`src/rtl/laser_safety_sequencer.sv`:
```
// laser_safety_sequencer
//   Arms and disarms the laser, owns the four limit registers that feed the
//   pulse width/rate checker, and sequences fault capture and fault clearing.
// Ports:
//   clk, rstn                 clock, asynchronous active-low reset
//   arm_req/disarm_req/clear_req  single-cycle host requests
//   cfg_wr/cfg_addr/cfg_wdata limit write port (0=PW_LO 1=PW_HI 2=RATE_LO 3=RATE_HI)
//   cfg_ack/cfg_err           single-cycle write-accepted / write-or-arm-rejected
//   laser_pulse, fail_flags   laser pulse and checker flags {rate_hi,rate_lo,pw_hi,pw_lo}
//   clear_fail                clear strobe to the checker
//   *_limit                   limit values to the checker
//   laser_en, armed, fault    status; fault_code {wdog, flags[3:0]}; fault_count (saturating)
module laser_safety_sequencer #(
  parameter logic [31:0] DEF_PW_LO    = 32'd10,
  parameter logic [31:0] DEF_PW_HI    = 32'd100,
  parameter logic [31:0] DEF_RATE_LO  = 32'd1000,
  parameter logic [31:0] DEF_RATE_HI  = 32'd100000,
  parameter int unsigned ARM_DELAY    = 16,
  parameter int unsigned CLEAR_CYCLES = 4,
  parameter logic [31:0] WDOG_CYCLES  = 32'd200000
) (
  input  logic        clk,
  input  logic        rstn,
  input  logic        arm_req,
  input  logic        disarm_req,
  input  logic        clear_req,
  input  logic        cfg_wr,
  input  logic [1:0]  cfg_addr,
  input  logic [31:0] cfg_wdata,
  output logic        cfg_ack,
  output logic        cfg_err,
  input  logic        laser_pulse,
  input  logic [3:0]  fail_flags,
  output logic        clear_fail,
  output logic [31:0] pw_lower_limit,
  output logic [31:0] pw_upper_limit,
  output logic [31:0] rate_lower_limit,
  output logic [31:0] rate_upper_limit,
  output logic        laser_en,
  output logic        armed,
  output logic        fault,
  output logic [4:0]  fault_code,
  output logic [15:0] fault_count
);
  // Purpose: arm/fault/clear sequencer plus limit register file for the pulse checker.
  // Latency: every output is registered; a sampled input is reflected one cycle later.
  // Backpressure: none; requests are single-cycle strobes answered by cfg_ack/cfg_err.

  typedef enum logic [2:0] {
    S_IDLE,
    S_ARMING,
    S_ARMED,
    S_FAULT,
    S_CLEARING
  } state_e;

  localparam logic [31:0]       ARM_LAST = 32'(ARM_DELAY - 1);
  localparam logic [31:0]       CLR_LEN  = 32'(CLEAR_CYCLES);
  localparam logic [3:0][31:0]  LIM_RST  = {DEF_RATE_HI, DEF_RATE_LO, DEF_PW_HI, DEF_PW_LO};

  state_e           state_q, state_d;
  logic [3:0][31:0] lim_q, lim_d;
  logic [31:0]      arm_cnt_q, arm_cnt_d;
  logic [31:0]      wdog_q, wdog_d;
  logic [31:0]      clr_left_q, clr_left_d;
  logic [4:0]       code_q, code_d;
  logic [15:0]      count_q, count_d;
  logic             pulse_d1_q;
  logic             laser_en_q, laser_en_d;
  logic             armed_q, armed_d;
  logic             fault_q, fault_d;
  logic             clear_fail_q, clear_fail_d;
  logic             ack_q, ack_d;
  logic             err_q, err_d;

  logic             pulse_rise;
  logic             flag_any;
  logic             wdog_exp;
  logic             limits_ok;
  logic             fault_entry;

  assign pulse_rise = laser_pulse & ~pulse_d1_q;
  assign flag_any   = |fail_flags;
  assign wdog_exp   = (wdog_q == WDOG_CYCLES);
  assign limits_ok  = (lim_q[0] <= lim_q[1]) && (lim_q[2] <= lim_q[3]);

  always_comb begin
    state_d     = state_q;
    lim_d       = lim_q;
    arm_cnt_d   = arm_cnt_q;
    wdog_d      = wdog_q;
    clr_left_d  = clr_left_q;
    code_d      = code_q;
    count_d     = count_q;
    ack_d       = 1'b0;
    err_d       = 1'b0;
    fault_entry = 1'b0;

    // Limits are frozen whenever the laser path may be live.
    if (cfg_wr && (state_q != S_IDLE)) begin
      err_d = 1'b1;
    end

    unique case (state_q)
      S_IDLE: begin
        // A write in the same cycle as an arm request swallows the arm silently.
        if (cfg_wr) begin
          lim_d[cfg_addr] = cfg_wdata;
          ack_d           = 1'b1;
        end else if (arm_req) begin
          if (limits_ok) begin
            state_d   = S_ARMING;
            arm_cnt_d = '0;
          end else begin
            err_d = 1'b1;
          end
        end
      end

      S_ARMING: begin
        if (flag_any) begin
          fault_entry = 1'b1;
          code_d      = code_q | {1'b0, fail_flags};
        end else if (disarm_req) begin
          state_d = S_IDLE;
        end else if (arm_cnt_q == ARM_LAST) begin
          state_d = S_ARMED;
          wdog_d  = '0;
        end else begin
          arm_cnt_d = arm_cnt_q + 32'd1;
        end
      end

      S_ARMED: begin
        // Fault beats disarm so a coincident disarm cannot hide the event.
        if (flag_any || wdog_exp) begin
          fault_entry = 1'b1;
          code_d      = code_q | {wdog_exp, fail_flags};
        end else if (disarm_req) begin
          state_d = S_IDLE;
        end else if (pulse_rise) begin
          wdog_d = '0;
        end else if (!wdog_exp) begin
          wdog_d = wdog_q + 32'd1;
        end
      end

      S_FAULT: begin
        code_d[3:0] = code_q[3:0] | fail_flags;
        if (clear_req) begin
          state_d    = S_CLEARING;
          clr_left_d = CLR_LEN;
        end
      end

      S_CLEARING: begin
        // Leave only once the strobe has finished and the checker reports clean.
        if ((clr_left_q == '0) && !flag_any) begin
          state_d = S_IDLE;
          code_d  = '0;
        end else if (clear_req) begin
          clr_left_d = CLR_LEN;
        end else if (clr_left_q != '0) begin
          clr_left_d = clr_left_q - 32'd1;
        end
      end

      default: state_d = S_IDLE;
    endcase

    if (fault_entry) begin
      state_d = S_FAULT;
      count_d = (count_q == 16'hFFFF) ? count_q : count_q + 16'd1;
    end

    laser_en_d   = (state_d == S_ARMED);
    armed_d      = (state_d == S_ARMED);
    fault_d      = (state_d == S_FAULT) || (state_d == S_CLEARING);
    clear_fail_d = (state_d == S_CLEARING) && (clr_left_d != '0);
  end

  always_ff @(posedge clk or negedge rstn) begin
    if (!rstn) begin
      state_q      <= S_IDLE;
      lim_q        <= LIM_RST;
      arm_cnt_q    <= '0;
      wdog_q       <= '0;
      clr_left_q   <= '0;
      code_q       <= '0;
      count_q      <= '0;
      pulse_d1_q   <= 1'b0;
      laser_en_q   <= 1'b0;
      armed_q      <= 1'b0;
      fault_q      <= 1'b0;
      clear_fail_q <= 1'b0;
      ack_q        <= 1'b0;
      err_q        <= 1'b0;
    end else begin
      state_q      <= state_d;
      lim_q        <= lim_d;
      arm_cnt_q    <= arm_cnt_d;
      wdog_q       <= wdog_d;
      clr_left_q   <= clr_left_d;
      code_q       <= code_d;
      count_q      <= count_d;
      pulse_d1_q   <= laser_pulse;
      laser_en_q   <= laser_en_d;
      armed_q      <= armed_d;
      fault_q      <= fault_d;
      clear_fail_q <= clear_fail_d;
      ack_q        <= ack_d;
      err_q        <= err_d;
    end
  end

  assign pw_lower_limit   = lim_q[0];
  assign pw_upper_limit   = lim_q[1];
  assign rate_lower_limit = lim_q[2];
  assign rate_upper_limit = lim_q[3];
  assign laser_en         = laser_en_q;
  assign armed            = armed_q;
  assign fault            = fault_q;
  assign clear_fail       = clear_fail_q;
  assign cfg_ack          = ack_q;
  assign cfg_err          = err_q;
  assign fault_code       = code_q;
  assign fault_count      = count_q;

endmodule

```
`config.mk`:
```
export PLATFORM = sky130hd
export DESIGN_NAME = laser_safety_sequencer
export DESIGN_NICKNAME = d
export VERILOG_FILES = /design/src/rtl/laser_safety_sequencer.sv
export SDC_FILE = /design/constraint.sdc
export NUM_CORES = 1
export LEC_CHECK = 0
export CAP_MARGIN = 20
export CORE_ASPECT_RATIO = 0.5
export CORE_MARGIN = 1.5
export CORE_UTILIZATION = 50
export CTS_BUF_LIST = sky130_fd_sc_hd__clkbuf_8 sky130_fd_sc_hd__clkbuf_16
export DETAILED_ROUTE_END_ITERATION = 8
export DONT_BUFFER_PORTS = 1
export PLACE_DENSITY = 0.77
export SETUP_SLACK_MARGIN = 0.05
export SLEW_MARGIN = 30
export SYNTH_ARGS = -nofsm -noshare
export SYNTH_HDL_FRONTEND = slang
export SYNTH_SLANG_ARGS = --single-unit
```
`constraint.sdc`:
```
create_clock -name clk -period 10 [get_ports clk]
set_input_delay 2 -clock clk [delete_from_list [all_inputs] [get_ports clk]]
set_output_delay 2 -clock clk [all_outputs]
set_load 0.1 [all_outputs]
```
==> results.txt, run 1 <==
----------------------------------------------------
[Die]
  Initial cell density of the core ... 0.509
  Number of top-level pins ... 200
  Die area ... 28000 um^2
  Die W ... 235 um
  Total core area ... 26400 um^2
  Vertical die dimension ... 119 um
  Site Rows ... 42

[Yosys]
  Cell with the most instances after synthesis ... sky130_fd_sc_hd__dfrtp_1
  Gate count after technology mapping ... 1299
  Most common flop cell mapped by yosys ... sky130_fd_sc_hd__dfrtp_1
  Number of distinct library cells after synthesis ... 73
  Number of synthesized register bits ... 254
  Yosys warning count ... 0
  Xor/xnor share of the synthesized area ... 0.0130
  Cell taking the most area after synthesis ... sky130_fd_sc_hd__dfrtp_1
  Compound-cell area share of the yosys netlist ... 0.131
  Avg Inst Size Synth ... 10.4 um^2
  Synth area leaders ... sky130_fd_sc_hd__dfrtp_1 44%, sky130_fd_sc_hd__mux2_2 11%, sky130_fd_sc_hd__ha_1 6.4%, sky130_fd_sc_hd__o21ai_0 3.6%, sky130_fd_sc_hd__dfstp_2 3.3%
  Most numerous cell types in the synthesized netlist ... 237 x sky130_fd_sc_hd__dfrtp_1, 129 x sky130_fd_sc_hd__mux2_2, 96 x sky130_fd_sc_hd__o21ai_0
  Main combinational cell family by area after synthesis ... simple AND/OR/NAND/NOR gates
  Portion of synthesized cell area occupied by the leading cell type ... 0.441
  Synthesized-area fraction occupied by and/or/nand/nor cells ... 0.166
  Async set-or-reset flop fraction in the synthesized netlist ... 1.00
  Multiplexer share of the synthesized area ... 0.113
  Post-synth EDFFs ... 0
  Number of nets in the synthesized netlist ... 1413
  Fraction of the yosys area taken by sequential cells ... 0.474
  Post-Synth Adder-Cell Area ... 0.0641
  Netlist area before placement ... 13500 um^2

[Cells and area]
  Number of nets in the final layout ... 1393
  Fraction of layout cells with a size suffix above 1 ... 0.168
  Number of diodes ... 0
  Layout overhead on the synthesized area ... 8.10%
  Count of placed standard cells in the final layout, fillers left out ... 1649
  Storage cell area ... 6380 um^2
  Count of fill cells added during filler insertion ... 2225
  Final Instance Area ... 14600 um^2
  Area of the multi-input gates ... 6600 um^2

[Global routing]
  Wire length of the first global-routing pass ... 54300 um
  Total global-route track usage ... 0.237
  Global route total overflow ... 0
  Number of antenna violations at the first check in global routing ... 0
  Via count of the first global-routing pass ... 10400
  Maximum number of pins on one net before global-route repair ... 255

[Routing]
  Vias per std cell ... 6.28
  Total number of vias ... 10400
  Residual antenna-violating net count after detailed routing ... 0
  Wire length after detailed routing ... 33400 um
  Wire length on met1 ... 14200 um
  Uppermost metal layer occupied by signal nets ... met4
  DRC marker count from the first detailed-route iteration ... 846
  Routed WL per cell ... 20.2 um
  Detailed Routing Iterations Pass 1 ... 7
  Total length of routed met2 wires ... 16100 um
  Routed wl met3 ... 2130 um
  DRC violations left ... 0

[CTS]
  Clk sinks ... 254
  Clock tree from TritonCTS ... built
  Count of hold buffers inserted by post-cts repair ... 0
  Quantity of gates resized following cts ... 0
  Clock slew seen by the registers of the worst setup and hold paths ... 0.06 ns
  # Post-CTS Setup Buffers ... 0
  Clock H-tree levels ... 1
  Master cell of the clock root buffer ... sky130_fd_sc_hd__clkbuf_16
  TritonCTS buffer count ... 24
  Buffer levels on the longest clock path ... 3
  Clock insertion delay at the later pin of the skew report ... 0.53 ns

[Placed design]
  Half-perimeter wire length of the detailed placement result ... 23400 um
  Placed cell area ... 13800 um^2
  Gp weighted congestion ... 0.917
  Number of I/O port buffers ... 0
  Placed Cells ... 1605

[Critical path]
  Crit path arrival time ... 5.13 ns
  Setup Crit Path Kind ... in2reg
  Maximum fanout along the worst path ... 36
  Launching element type of the critical path ... input pin
  Required time of the worst setup path ... 10.44 ns
  Nature of the critical path endpoint ... flip-flop

[Timing]
  Setup repair after global routing missed its margin ... false
  Final slew viol count ... 0
  Final hold violation count ... 0
  Setup skew after layout ... 0.0112 ns
  Minimum clock period ... 4.69 ns
  Setup violation total in the final timing report ... 0
  Max-Slew Margin vs Limit ... 0.313
  Slew of the pin with the lowest slew margin ... 1.03 ns
  Highest attainable clock frequency ... 0.213 GHz
  Setup TNS ... 0 ns
  Final critical-path share of the clock period ... 0.469

[Job]
  Number of violations of the max-capacitance limit ... 0

[Run status]
  Status ... completed

[Worst hold path]
  Class of the worst hold path ... reg2reg

----------------------------------------------------
[path summary, 6_finish.rpt]
path / start / endpoint / slack (ns) / depth (start not counted)
setup / recovery: fail_flags[0] / wdog_q[8] / 5.31 / 9
hold / removal: wdog_q[17] / wdog_q[17] / 0.47 / 1
setup reg to reg: rate_upper_limit[13] / arm_cnt_q[7] / 5.47 / 11
hold reg to reg: wdog_q[17] / wdog_q[17] / 0.47 / 1
max in group asynchronous: rstn / rate_upper_limit[16] / 8.41 / 0
min in group asynchronous: rstn / fault_count[1] / 1.16 / 0
[layer usage]
| layer | GRT usage | vias to the layer above |
|---|---|---|
| met5 | 0 | - |
| met1 | 0.304 | 5158 |
| li1 | - | 4737 |
| met2 | 0.403 | 390 |
| met4 | 0.0726 | 0 |
| met3 | 0.0542 | 78 |
[through the flow]
| stage | utilization | setup slack, ns | hold WS (ns) |
|---|---|---|---|
| final | 0.550 | 5.31 | 0.474 |
| after global routing | 0.550 | 5.11 | 0.528 |
| after CTS | 0.550 | 5.22 | 0.477 |
| after detailed placement | 0.521 | 4.67 | 0.468 |
| after floorplan | - | 5.60 | 0.443 |
| after global placement | 0.520 | 4.83 | 0.465 |
[flip-flops by register name (all words and copies together) (netlist names)]
name,flops
wdog_q,32
clr_left_q,32
armed,1
fault_code,5
pw_lower_limit,32
state_q,3
clear_fail,1
fault,1
cfg_ack,1
arm_cnt_q,32
cfg_err,1
pw_upper_limit,32
pulse_d1_q,1
fault_count,16
rate_upper_limit,32
rate_lower_limit,32
[cell type report]
type,instances,area share
multi-input combinational,911,0.453
inverter,80,0.0206
sequential,254,0.439
clock inverter,18,0.00920
tap,352,0.0303
clock buffer,26,0.0439
timing repair buffer,8,0.00413
[placed cells by master (no fill, tap or decap), types with 3 or more instances in the layout]
master,count
sky130_fd_sc_hd__dfrtp_1,234
sky130_fd_sc_hd__mux2_2,129
sky130_fd_sc_hd__o21ai_0,95
sky130_fd_sc_hd__inv_1,91
sky130_fd_sc_hd__nand2_1,86
sky130_fd_sc_hd__ha_1,69
sky130_fd_sc_hd__nor2_1,64
sky130_fd_sc_hd__nand3_1,46
sky130_fd_sc_hd__a21oi_1,43
sky130_fd_sc_hd__nand4_1,33
sky130_fd_sc_hd__a21o_1,32
sky130_fd_sc_hd__nor4_1,31
sky130_fd_sc_hd__nor3_1,25
sky130_fd_sc_hd__clkbuf_16,25
sky130_fd_sc_hd__a31oi_1,21
sky130_fd_sc_hd__and3_1,21
sky130_fd_sc_hd__or4_1,20
sky130_fd_sc_hd__dfstp_2,17
sky130_fd_sc_hd__or3_1,15
sky130_fd_sc_hd__o31ai_1,13
sky130_fd_sc_hd__xnor2_1,13
sky130_fd_sc_hd__and2_1,11
sky130_fd_sc_hd__o21a_1,11
sky130_fd_sc_hd__o211ai_1,11
sky130_fd_sc_hd__or2_2,9
sky130_fd_sc_hd__nand2b_1,9
sky130_fd_sc_hd__and4_1,9
sky130_fd_sc_hd__buf_4,8
sky130_fd_sc_hd__mux2i_1,7
sky130_fd_sc_hd__xor2_1,7
sky130_fd_sc_hd__a211oi_1,6
sky130_fd_sc_hd__o31a_1,6
sky130_fd_sc_hd__nand4b_1,5
sky130_fd_sc_hd__o41ai_1,5
sky130_fd_sc_hd__nor4b_1,4
sky130_fd_sc_hd__nor4_2,3
sky130_fd_sc_hd__nor2b_1,3
sky130_fd_sc_hd__dfrtp_2,3
sky130_fd_sc_hd__clkinvlp_4,3
[cells by family (layout without fill, tap and decap cells)]
family          after synthesis  in the layout
compound gates              275            275
xor+xnor                     20             20
fa+ha+maj                    69             69
buf+inv                     134            132
flops                       254            254
mux                         136            136
simple gates                411            411
[critical path: stages]
cell                      delay, ns
sky130_fd_sc_hd__or4_1         0.72
sky130_fd_sc_hd__nor2_1        0.17
sky130_fd_sc_hd__a22oi_1       0.07
sky130_fd_sc_hd__or3_1         0.34
sky130_fd_sc_hd__a211o_2       0.51
sky130_fd_sc_hd__nor2_1        0.65
sky130_fd_sc_hd__buf_4         0.33
sky130_fd_sc_hd__nand4_1       0.12
sky130_fd_sc_hd__o21ai_0       0.19
Power of run 1 is left out: the tool's default activity adds up to more than one toggle a clock period on the data nets, which glitch-free logic cannot reach.
==> run 2, diff against run 1 <==
==> constraint.sdc (replaced) <==
create_clock -name clk -period 4.9 [get_ports clk]
set_input_delay 0.98 -clock clk [delete_from_list [all_inputs] [get_ports clk]]
set_output_delay 0.98 -clock clk [all_outputs]
set_load 0.1 [all_outputs]
==> run 2 against run 1 <==
Compared with the run above:
- flip-flop and latch count did not move
- setup slack worse by 4.4 ns
- first-iteration DRC count rose by 29%
- critical path type is now reg2reg
- via count is 1.8% higher
- critical path depth up 3
- design area increased by 4.1%
- die area unchanged
- final cell count up 4.7%
==> results.txt, run 2 (synthesis results as in run 1) <==
----------------------------------------------------
[Cells and area]
  Number of diodes ... 0
  Layout overhead on the synthesized area ... 12.5%
  Commonest non-fill, non-tap cell in the layout ... sky130_fd_sc_hd__dfrtp_1
  Fraction of layout cells with a size suffix above 1 ... 0.219
  Leading cell types in the layout, fill and taps excluded ... 235 x sky130_fd_sc_hd__dfrtp_1, 129 x sky130_fd_sc_hd__mux2_2, 95 x sky130_fd_sc_hd__o21ai_0
  Post-Route Utilization ... 0.573
  Number of nets in the final layout ... 1470

[CTS]
  Clock tree from TritonCTS ... built
  # Post-CTS Setup Buffers ... 0
  Clock H-tree levels ... 1
  Master cell of the clock root buffer ... sky130_fd_sc_hd__clkbuf_16
  Clock insertion delay at the later pin of the skew report ... 0.54 ns
  Clock slew seen by the registers of the worst setup and hold paths ... 0.06 ns
  TritonCTS buffer count ... 25
  Count of hold buffers inserted by post-cts repair ... 0
  Clk sinks ... 254
  Quantity of gates resized following cts ... 0
  Buffer levels on the longest clock path ... 3

[Placed design]
  Worst setup slack after placement ... 0.783 ns
  Gp weighted congestion ... 0.941
  Half-perimeter wire length of the detailed placement result ... 24100 um
  Number of I/O port buffers ... 0

[Timing]
  Setup TNS ... 0 ns
  Final critical-path share of the clock period ... 0.824
  Max-Slew Margin vs Limit ... 0.336
  Minimum clock period ... 4.04 ns
  Setup repair after global routing missed its margin ... false
  Slew of the pin with the lowest slew margin ... 0.996 ns
  Final slew viol count ... 0
  Highest attainable clock frequency ... 0.248 GHz
  Post-layout worst setup margin ... 0.863 ns
  Setup skew after layout ... 0.00971 ns
  Setup violation total in the final timing report ... 0
  Final hold violation count ... 0

[Critical path]
  Worst Setup EP ... arm_cnt_q[7]
  Critical register-to-register path endpoint ... arm_cnt_q[7]
  Launching element type of the critical path ... flip-flop
  Number of cells on the critical path ... 12
  Setup Crit Path Kind ... reg2reg
  Nature of the critical path endpoint ... flip-flop
  Maximum fanout along the worst path ... 23
  Slowest CP cell ... sky130_fd_sc_hd__dfstp_2
  Register-to-Register Path Depth ... 12
  Cells along the critical path ... inv_1 -> ha_1 -> nand4_1 -> or2_2 -> or3_1 -> nor3_1 -> a21oi_1 -> nor4_2 -> buf_4 -> and2_1 -> nor4_1 -> or2_2
  Worst path buffer plus inverter count ... 2
  Largest stage delay on the critical path ... 0.88 ns
  Startpoint of the lowest-slack register-to-register path ... rate_upper_limit[15]
  CP most frequent cell ... sky130_fd_sc_hd__or2_2
  Register-to-register path setup slack ... 0.86 ns
  Crit path arrival time ... 4.46 ns
  Launch point of the critical path ... rate_upper_limit[15]
  Required time of the worst setup path ... 5.32 ns
  Cell class contributing the biggest share of worst-path delay ... simple AND/OR/NAND/NOR gates

[Die]
  Die area ... 28000 um^2
  Vertical die dimension ... 119 um
  Total core area ... 26400 um^2
  Site Rows ... 42
  Die W ... 235 um
  Number of top-level pins ... 200
  Initial cell density of the core ... 0.509

[Routing]
  Residual antenna-violating net count after detailed routing ... 0
  Vias per std cell ... 6.11
  Total number of vias ... 10500
  DRC violations left ... 0
  Routed WL per cell ... 19.7 um
  Detailed Routing Iterations Pass 1 ... 7
  DRC marker count from the first detailed-route iteration ... 1090
  Wire length after detailed routing ... 34000 um

[Global routing]
  Wire length of the first global-routing pass ... 55700 um
  Maximum number of pins on one net before global-route repair ... 255
  Via count of the first global-routing pass ... 10500
  Total global-route track usage ... 0.243
  Global route total overflow ... 0
  Number of antenna violations at the first check in global routing ... 0

[Job]
  Number of violations of the max-capacitance limit ... 0

[Worst hold path]
  Class of the worst hold path ... in2async

[Run status]
  Status ... completed

----------------------------------------------------
run 2: area by class of cell:
cell class | count | area (um^2)
Inverter | 80 | 300
Clock inverter | 17 | 138
Clock buffer | 29 | 681
Multi-Input combinational cell | 911 | 6580
Sequential cell | 254 | 6380
Timing Repair Buffer | 84 | 631
Fill cell | 2210 | 11300
Tap cell | 352 | 440
run 2: worst reg2reg max path, stage by stage (launching register included):
cell and delay (ns):
sky130_fd_sc_hd__dfstp_2 0.88, sky130_fd_sc_hd__inv_1 0.11, sky130_fd_sc_hd__ha_1 0.31, sky130_fd_sc_hd__nand4_1 0.11, sky130_fd_sc_hd__or2_2 0.34, sky130_fd_sc_hd__or3_1 0.39
sky130_fd_sc_hd__nor3_1 0.14, sky130_fd_sc_hd__a21oi_1 0.07, sky130_fd_sc_hd__nor4_2 0.27, sky130_fd_sc_hd__buf_4 0.22, sky130_fd_sc_hd__and2_1 0.66, sky130_fd_sc_hd__nor4_1 0.12
sky130_fd_sc_hd__or2_2 0.30
run 2: stage by stage:
stage | instance area, um^2 | hold slack (ns) | std cells
after floorplan | 13500 | 0.443 | 1299
after global placement | 14300 | 0.475 | 1681
after detailed placement | 14300 | 0.480 | 1681
after CTS | 15100 | 0.110 | 1727
after global routing | 15100 | 0.114 | 1727
final | 15100 | 0.132 | 1727
run 2: how the worst min path moves through the flow:
stage                      endpoint  slack, ns
floorplan                wdog_q[17]       0.44
global placement         wdog_q[17]       0.47
detailed placement       wdog_q[17]       0.48
CTS                 fault_count[11]       0.11
global route         clr_left_q[31]       0.11
finish               clr_left_q[31]       0.13
run 2: routing by layer:
metal,up-vias,part of all wire,global-route usage
met3,67,0.063,0.0505
met5,-,0,0
met4,0,0.027,0.0702
met1,5227,0.42,0.310
li1,4903,-,-
met2,348,0.49,0.420
Power of run 2 is left out for the same reason.
==> run 3, diff against run 2 <==
==> constraint.sdc (replaced) <==
create_clock -name clk -period 3.8 [get_ports clk]
set_input_delay 0.76 -clock clk [delete_from_list [all_inputs] [get_ports clk]]
set_output_delay 0.76 -clock clk [all_outputs]
set_load 0.1 [all_outputs]
==> run 3 against run 2 <==
Compared with the run above:
- non-clock buffer count is 92 higher
- worst hold slack got worse by 0.21 ns
- setup slack worse by 0.68 ns
- maximum frequency rose by 12%
- routed wire length rose by 4.9%
- global-route usage up 1.2 points
- the flow now finishes with violations (negative hold slack)
- critical path depth down 1
- clock skew increased by 0.017 ns
- utilization increased by 2.7 points
- die area unchanged
==> results.txt, run 3 (synthesis results as in run 1) <==
----------------------------------------------------
[Run status]
  Status ... complete, but fails checks
  Violated checks ... negative hold slack

[Cells and area]
  Storage cell area ... 6380 um^2
  Number of diodes ... 0
  Leading cell types in the layout, fill and taps excluded ... 231 x sky130_fd_sc_hd__dfrtp_1, 174 x sky130_fd_sc_hd__buf_4, 129 x sky130_fd_sc_hd__mux2_2
  Fraction of layout cells with a size suffix above 1 ... 0.270
  Final Instance Area ... 15900 um^2
  Number of nets in the final layout ... 1562
  Commonest non-fill, non-tap cell in the layout ... sky130_fd_sc_hd__dfrtp_1
  Area of the multi-input gates ... 6570 um^2
  Post-Route Utilization ... 0.600
  Count of fill cells added during filler insertion ... 2127
  Layout overhead on the synthesized area ... 17.8%

[Routing]
  DRC marker count from the first detailed-route iteration ... 910
  Residual antenna-violating net count after detailed routing ... 0
  Detailed Routing Iterations Pass 1 ... 5
  DRC violations left ... 0
  Vias per std cell ... 6.05
  Wire length after detailed routing ... 35700 um
  Routed WL per cell ... 19.6 um
  Total number of vias ... 11000

[Global routing]
  Number of antenna violations at the first check in global routing ... 0
  Total global-route track usage ... 0.255
  Via count of the first global-routing pass ... 11100
  Global route total overflow ... 0
  Maximum number of pins on one net before global-route repair ... 255
  Wire length of the first global-routing pass ... 58400 um

[CTS]
  TritonCTS buffer count ... 25
  Clock insertion delay at the later pin of the skew report ... 0.55 ns
  Clock tree from TritonCTS ... built
  Clock slew seen by the registers of the worst setup and hold paths ... 0.06 ns
  Quantity of gates resized following cts ... 0
  Buffer levels on the longest clock path ... 3
  Master cell of the clock root buffer ... sky130_fd_sc_hd__clkbuf_16
  Clock H-tree levels ... 1
  Clk sinks ... 254
  # Post-CTS Setup Buffers ... 0

[Critical path]
  Nature of the critical path endpoint ... flip-flop
  Setup Crit Path Kind ... reg2reg
  Crit path arrival time ... 4.04 ns
  Required time of the worst setup path ... 4.22 ns
  Register-to-register path setup slack ... 0.18 ns
  Startpoint of the lowest-slack register-to-register path ... clr_left_q[0]
  Critical register-to-register path endpoint ... clear_fail
  Launching element type of the critical path ... flip-flop
  Register-to-Register Path Depth ... 11
  Maximum fanout along the worst path ... 7

[Timing]
  Slew of the pin with the lowest slew margin ... 1.01 ns
  Setup repair after global routing missed its margin ... false
  Highest attainable clock frequency ... 0.277 GHz
  Minimum hold slack ... -0.0776 ns
  Minimum clock period ... 3.62 ns
  Setup skew after layout ... 0.0267 ns
  Setup TNS ... 0 ns
  Final slew viol count ... 0
  Setup violation total in the final timing report ... 0
  Final hold violation count ... 50
  Max-Slew Margin vs Limit ... 0.328
  Final critical-path share of the clock period ... 0.952

[Worst hold path]
  Class of the worst hold path ... in2async

[Die]
  Site Rows ... 42
  Initial cell density of the core ... 0.509
  Die W ... 235 um
  Die area ... 28000 um^2
  Number of top-level pins ... 200
  Vertical die dimension ... 119 um
  Total core area ... 26400 um^2

[Placed design]
  Gp weighted congestion ... 0.948
  Number of I/O port buffers ... 0
  Placed cell area ... 15000 um^2
  Half-perimeter wire length of the detailed placement result ... 25800 um

[Job]
  Number of violations of the max-capacitance limit ... 0

----------------------------------------------------
==> run 3: critical path, cell delays in order (launching register included) <==
cell                       delay, ns
sky130_fd_sc_hd__dfrtp_1        0.44
sky130_fd_sc_hd__inv_1          0.13
sky130_fd_sc_hd__ha_1           0.24
sky130_fd_sc_hd__or3b_2         0.55
sky130_fd_sc_hd__nor2_2         0.29
sky130_fd_sc_hd__o311ai_0       0.24
sky130_fd_sc_hd__nor3b_1        0.19
sky130_fd_sc_hd__o21ai_1        0.13
sky130_fd_sc_hd__o31ai_1        0.12
sky130_fd_sc_hd__or4_1          0.53
sky130_fd_sc_hd__or4_1          0.40
sky130_fd_sc_hd__o31a_1         0.24
==> run 3: per-stage QoR <==
stage | setup WS [ns] | instances
after floorplan | 0.0750 | 1299
after global placement | 0.284 | 1773
after detailed placement | 0.197 | 1773
after CTS | 0.192 | 1819
after global routing | 0.0532 | 1819
final | 0.184 | 1819
==> run 3: worst max path at each step <==
stage,start,to,slack [ns],cells past startpoint
final,clr_left_q[0],clear_fail,0.18,11
after global routing,clr_left_q[0],clear_fail,0.05,11
after CTS,clr_left_q[0],clear_fail,0.19,11
after detailed placement,clr_left_q[0],clear_fail,0.20,11
after global placement,clr_left_q[0],clear_fail,0.28,11
after floorplan,rate_upper_limit[15],arm_cnt_q[14],0.07,12
==> run 3: layout make-up <==
type,count,share of cell area
Tap cell,352,0.0278
Multi-Input combinational cell,911,0.414
Inverter,80,0.0189
Timing Repair Buffer,176,0.0849
Clock inverter,17,0.00836
Clock buffer,29,0.0429
Sequential cell,254,0.403
==> run 3: per-layer routing <==
metal  vias to the layer above  track usage  share of wire
met4                         0       0.0759          0.027
met3                        62       0.0445          0.051
met1                      5514        0.329           0.43
li1                       5090            -              -
met5                         -            0              0
met2                       338        0.441           0.50
Power of run 3 is left out for the same reason.
